<file path="config.mk">
export PLATFORM = sky130hd
export DESIGN_NAME = pipelined_nbit_adder
export DESIGN_NICKNAME = d
export VERILOG_FILES = /design/src/rtl/pipelined_nbit_adder.sv
export SDC_FILE = /design/constraint.sdc
export NUM_CORES = 1
export LEC_CHECK = 0
export ABC_AREA = 0
export CORE_MARGIN = 3
export CORE_UTILIZATION = 51
export CTS_CLUSTER_DIAMETER = 40
export DETAILED_ROUTE_END_ITERATION = 8
export GPL_TIMING_DRIVEN = 1
export PLACE_DENSITY = 0.83
export SETUP_SLACK_MARGIN = 0.4
export SYNTH_ARGS = -nofsm -noshare
export SYNTH_HDL_FRONTEND = slang
export SYNTH_SLANG_ARGS = --single-unit
</file>
<file path="constraint.sdc">
create_clock -name clk -period 3.9 [get_ports clk]
set_clock_uncertainty 0.15 [all_clocks]
set_input_delay 0.975 -clock clk [delete_from_list [all_inputs] [get_ports clk]]
set_output_delay 0.975 -clock clk [all_outputs]
set_load 0.01 [all_outputs]
</file>
<file path="src/rtl/pipelined_nbit_adder.sv">
`default_nettype none
// ============================================================================
// Module      : pipelined_nbit_adder
// Description : Streaming N-bit adder with carry-in and carry-out. The
//               operands are cut into STAGES slices of W = N/STAGES bits.
//               One slice is added per stage, and the carry is registered
//               between stages. Upper operand slices ride along in skew
//               registers. Finished low sum slices ride along in deskew
//               registers, so the full sum leaves the last stage aligned.
//               A valid/ready handshake is used on both sides, and a stall
//               freezes the whole pipe.
//               Optional: define NBIT_ADDER_SAT_EN for unsigned saturation.
//               With saturation, sum becomes all ones when c_out is 1.
//               Overflow is always computed from the wrapped sum.
//               N must be a multiple of STAGES.
// Revision    : 1.0 - initial release
// ============================================================================
module pipelined_nbit_adder #(
    parameter int N      = 8,
    parameter int STAGES = 2
) (
    input  logic         clk,
    input  logic         rst,
    input  logic         in_valid,
    output logic         in_ready,
    input  logic [N-1:0] a,
    input  logic [N-1:0] b,
    input  logic         c_in,
    output logic         out_valid,
    input  logic         out_ready,
    output logic [N-1:0] sum,
    output logic         c_out,
    output logic         overflow
);
    localparam int W    = N / STAGES;
    localparam int LAST = STAGES - 1;

    // A presented result that is not being taken freezes every stage.
    logic w_stall;
    assign w_stall  = out_valid && !out_ready;
    assign in_ready = !w_stall;

    for (genvar k = 0; k < STAGES; k++) begin : g_stage
        // Operand bits that still have to be added, including this slice.
        // The current slice always sits at the bottom of w_a/w_b.
        localparam int REM = N - k * W;

        logic [REM-1:0]       w_a;
        logic [REM-1:0]       w_b;
        logic                 w_cin;
        logic                 w_vin;
        logic [W:0]           w_slice;
        logic [(k+1)*W-1:0]   w_s_next;
        logic [(k+1)*W-1:0]   w_s_load;
        logic                 r_v;
        logic                 r_c;
        logic [(k+1)*W-1:0]   r_s;

        if (k == 0) begin : g_first
            assign w_a      = a;
            assign w_b      = b;
            assign w_cin    = c_in;
            assign w_vin    = in_valid;
            assign w_s_next = w_slice[W-1:0];
        end else begin : g_next
            assign w_a      = g_stage[k-1].g_skew.r_a;
            assign w_b      = g_stage[k-1].g_skew.r_b;
            assign w_cin    = g_stage[k-1].r_c;
            assign w_vin    = g_stage[k-1].r_v;
            assign w_s_next = {w_slice[W-1:0], g_stage[k-1].r_s};
        end

        // W-bit ripple for this slice. The top bit is the carry to the next stage.
        assign w_slice = {1'b0, w_a[W-1:0]} + {1'b0, w_b[W-1:0]} + {{W{1'b0}}, w_cin};

        // Stage register: the valid bit, the outgoing carry and the sum bits finished so far.
        always_ff @(posedge clk or posedge rst) begin
            if (rst) begin
                r_v <= 1'b0;
                r_c <= 1'b0;
                r_s <= '0;
            end else if (!w_stall) begin
                r_v <= w_vin;
                r_c <= w_slice[W];
                r_s <= w_s_load;
            end
        end

        if (k < LAST) begin : g_skew
            logic [REM-W-1:0] r_a;
            logic [REM-W-1:0] r_b;

            assign w_s_load = w_s_next;

            // Skew register: carry the operand slices not yet added to the next stage.
            always_ff @(posedge clk or posedge rst) begin
                if (rst) begin
                    r_a <= '0;
                    r_b <= '0;
                end else if (!w_stall) begin
                    r_a <= w_a[REM-1:W];
                    r_b <= w_b[REM-1:W];
                end
            end
        end else begin : g_last
            logic w_ovf;
            logic r_ovf;

            // Signed overflow: the operand signs agree, but the sign of the wrapped sum differs.
            assign w_ovf = (w_a[W-1] == w_b[W-1]) && (w_slice[W-1] != w_a[W-1]);

`ifdef NBIT_ADDER_SAT_EN
            assign w_s_load = w_slice[W] ? '1 : w_s_next;
`else
            assign w_s_load = w_s_next;
`endif

            // Overflow flag, registered alongside the final sum.
            always_ff @(posedge clk or posedge rst) begin
                if (rst) begin
                    r_ovf <= 1'b0;
                end else if (!w_stall) begin
                    r_ovf <= w_ovf;
                end
            end
        end
    end

    assign out_valid = g_stage[LAST].r_v;
    assign sum       = g_stage[LAST].r_s;
    assign c_out     = g_stage[LAST].r_c;
    assign overflow  = g_stage[LAST].g_last.r_ovf;

endmodule
`default_nettype wire

</file>
==> metrics.md <==
| Metric | Value |
|---|---|
| Post-Syn Nets | 163 |
| Synth Flop Type | dfrtp_1 |
| IO Port Bufs | 32 |
| Crit path to | in_ready |
| Vias in the first global route | 1,036 |
| DP HPWL | 1900 µm |
| CTS Root Cell | clkbuf_4 |
| Grt ovf | 0 |
| FF-to-FF setup slack | 2100 ps |
| Top-area cell type share of the netlist area | 0.504 |
| Worst Path Buf+Inv | 3 |
| Final net count | 197 |
| Seq cells post-synth | 25 |
| R2r worst-path depth | 4 |
| Status | finished clean |
| Final hold violation count | 0 |
| Clock latency on the worst-skew pair | 320 ps |
| Crit share post-route | 0.834 |
| CP dominant cell by count | clkdlybuf4s50_1 |
| R2r endpoint | sum[5]$_DFFE_PP0N_ |
| Reg-to-Reg Start | g_stage[0].r_c$_DFFE_PP0N_ |
| Hold path start | sum[4]$_DFFE_PP0N_ |
| DR vias/cell | 5.05 |
| Worst VDD drop | 0.321 mV |
| Slew headroom | 0.380 |
| Worst setup path start | out_ready |
| Drt first pass iters | 4 |
| Cell count along the critical path | 4 |
| Hold_buf cts | 0 |
| Fraction of layout cells with a size suffix above 1 | 0.0424 |
| # rows | 17 |
| Multi-input logic area | 548 µm² |
| Seq/Total Area, Yosys | 0.504 |
| Worst path cell trace | clkdlybuf4s50_1, nor2b_1, inv_2, clkdlybuf4s50_1 |
| Syn_area_per_cell | 9.40 µm² |
| Routed WL | 2480 µm |
| Slew @ Worst Pin | 930 ps |
| # placed instances | 189 |
| Postcts setup bufs | 0 |
| Worst setup path class | primary input to output pin |
| Vias | 974 |
| PD cells | 459 nW/µm² |
| Final setup TNS | 0 ps |
| Initial antenna violation count | 0 |
| Leak pwr | 0.775 nW |
| Fmax | 307 MHz |
| Post-route ant nets | 0 |
| Max incr delay on CP | 480 ps |
| Worst path required time | 2770 ps |
| Ys async rst share | 1.00 |
| Synth top area cells | dfrtp_1 50%, nand2_1 13%, fa_1 6.5% |
| CP max-delay cell | clkdlybuf4s50_1 |
| CTS tree | done |
| Crit Path Max Fanout | 2 |
| GRT Total Usage | 0.183 |
| Netlist Area Pre-Place | 1240 µm² |
| Antenna Cells | 0 |
| # setup viols final | 0 |
| Die Y-Extent | 55.3 µm |
| Die area | 3060 µm² |
| Final GP Congestion | 0.864 |
| CTS max path bufs | 2 |
| Clk pin slew, worst setup/hold paths | 130 ps |
| Largest area contributor in the netlist | dfrtp_1 |
| Ys Warns | 0 |
| Die X | 55.3 µm |
| First-pass GRT wire length | 4440 µm |
| Ports | 33 |
| Tmin final | 3250 ps |
| H-tree Lvls | 1 |
| Final Max Tran Viols | 0 |
| Worst Hold Class | flip-flop to flip-flop |
| Synth cell types | 25 |
| Cell Count, Final, Fillers Out | 193 |
| Worst setup SP type | primary input |
| Max_cap viols | 0 |
| WL/cell | 12.9 µm |
| CTS-repair resized insts | 0 |
| Drt first-iter violations | 16 |
| Setup crit end kind | output pin |
| RSZ-0062 raised after global routing | false |
| Arr. time, crit path | 2130 ps |
| Storage cell area | 626 µm² |
| Residual DRC | 0 |
| Core ar. | 2250 µm² |
| Delay-heaviest family, CP | buffers and inverters |
| EDFF count, synth | 0 |
| Initial Util | 0.550 |
| Area grow syn2layout | 29.5% |
| Clock tree sinks | 25 |
| Total CTS buffers | 3 |
| Cells after Synth | 132 |
| Fill cells | 184 |
| Largest net degree at the start of global routing | 31 |
-- worst min path at each step --
stage	slack (ps)	cells past startpoint	endpoint
2_1_floorplan	280	2	g_stage[0].r_v$_DFFE_PP0N_
3_3_place_gp	290	2	g_stage[0].r_v$_DFFE_PP0N_
6_report	330	2	sum[4]$_DFFE_PP0N_
3_5_place_dp	310	2	g_stage[0].r_s[0]$_DFFE_PP0N_
4_1_cts	340	2	g_stage[0].r_s[0]$_DFFE_PP0N_
5_1_grt	370	1	out_valid$_DFFE_PP0N_
-- metal layers --
metal	vias up	routed length, µm	GRT usage
met2	22	1290	0.334
met1	456	1050	0.205
met5	-	0	0
li1	489	-	-
met3	7	74	0.0187
met4	0	64	0.101
-- synth_stat cells (2+ instances only) --
cell	number
a211oi_1	2
a21boi_0	2
a21oi_1	8
buf_2	3
buf_4	2
dfrtp_1	25
fa_1	4
ha_1	6
inv_1	9
nand2_1	43
nand3_1	2
nor2_1	8
nor2b_1	3
o21ai_0	2
o21ai_1	2
xor2_1	2
-- final cells by class --
type                    instances  area share
flip-flops and latches         25       0.389
multi-input cells              92       0.341
repair buffers                 34       0.209
inverters                      10      0.0233
well taps                      28      0.0218
clock buffers                   4      0.0163
-- flip-flops by register name (all words and copies together) (netlist names) --
register / count
c_out: 1
g_stage.g_skew.r_a: 4
g_stage.g_skew.r_b: 4
g_stage.r_c: 1
g_stage.r_s: 4
g_stage.r_v: 1
out_valid: 1
overflow: 1
sum: 8
-- cells by family (layout without fill, tap and decap cells) --
logic type | Yosys count | after routing | share of synthesized area
flops | 25 | 25 | 0.504
simple gates | 59 | 59 | 0.196
compound gates | 20 | 20 | 0.0988
mux | 1 | 1 | 0.00806
xor+xnor | 2 | 2 | 0.0141
buf+inv | 15 | 48 | 0.0544
fa+ha+maj | 10 | 10 | 0.125
-- through the flow --
step / util / cell area, µm² / hold slack, ps / setup WS [ps] / total power, W
after floorplan: - / 1240 / 280 / 1390 / 0.000497
after global placement: 0.701 / 1580 / 294 / 660 / 0.000616
after detailed placement: 0.701 / 1580 / 305 / 640 / 0.000630
after CTS: 0.713 / 1610 / 336 / 640 / 0.000747
after global routing: 0.713 / 1610 / 366 / 595 / 0.000796
final: 0.713 / 1610 / 328 / 646 / 0.000737
-- cells in the final DEF, fill, tap and decap left out, types with 2 or more instances in the layout --
cell type        instances
inv_1                    9
ha_1                     6
o21ai_0                  2
fa_1                     4
o21ai_1                  2
a211oi_1                 2
nand3_1                  2
dfrtp_1                 25
a21boi_0                 2
a21oi_1                  8
buf_4                    2
nor2b_1                  3
clkbuf_4                 3
nor2_1                   8
clkdlybuf4s50_1         32
xor2_1                   2
nand2_1                 43
-- power breakdown --
part,leakage [nW],internal (W),switching (W),total [W]
Combinational,0.463,0.000143,0.000127,0.000270
Sequential,0.297,0.000318,0.0000328,0.000351
Clock,0.0150,0.0000401,0.0000760,0.000116
Total,0.775,0.000502,0.000235,0.000737
-- worst min-delay path, delay by kind of cell, from the launching register on --
family,cells,cell delay (ps)
and+or+nand+nor,2,100
DFF,1,360
Note: power is estimated with default switching activity, not from simulation.
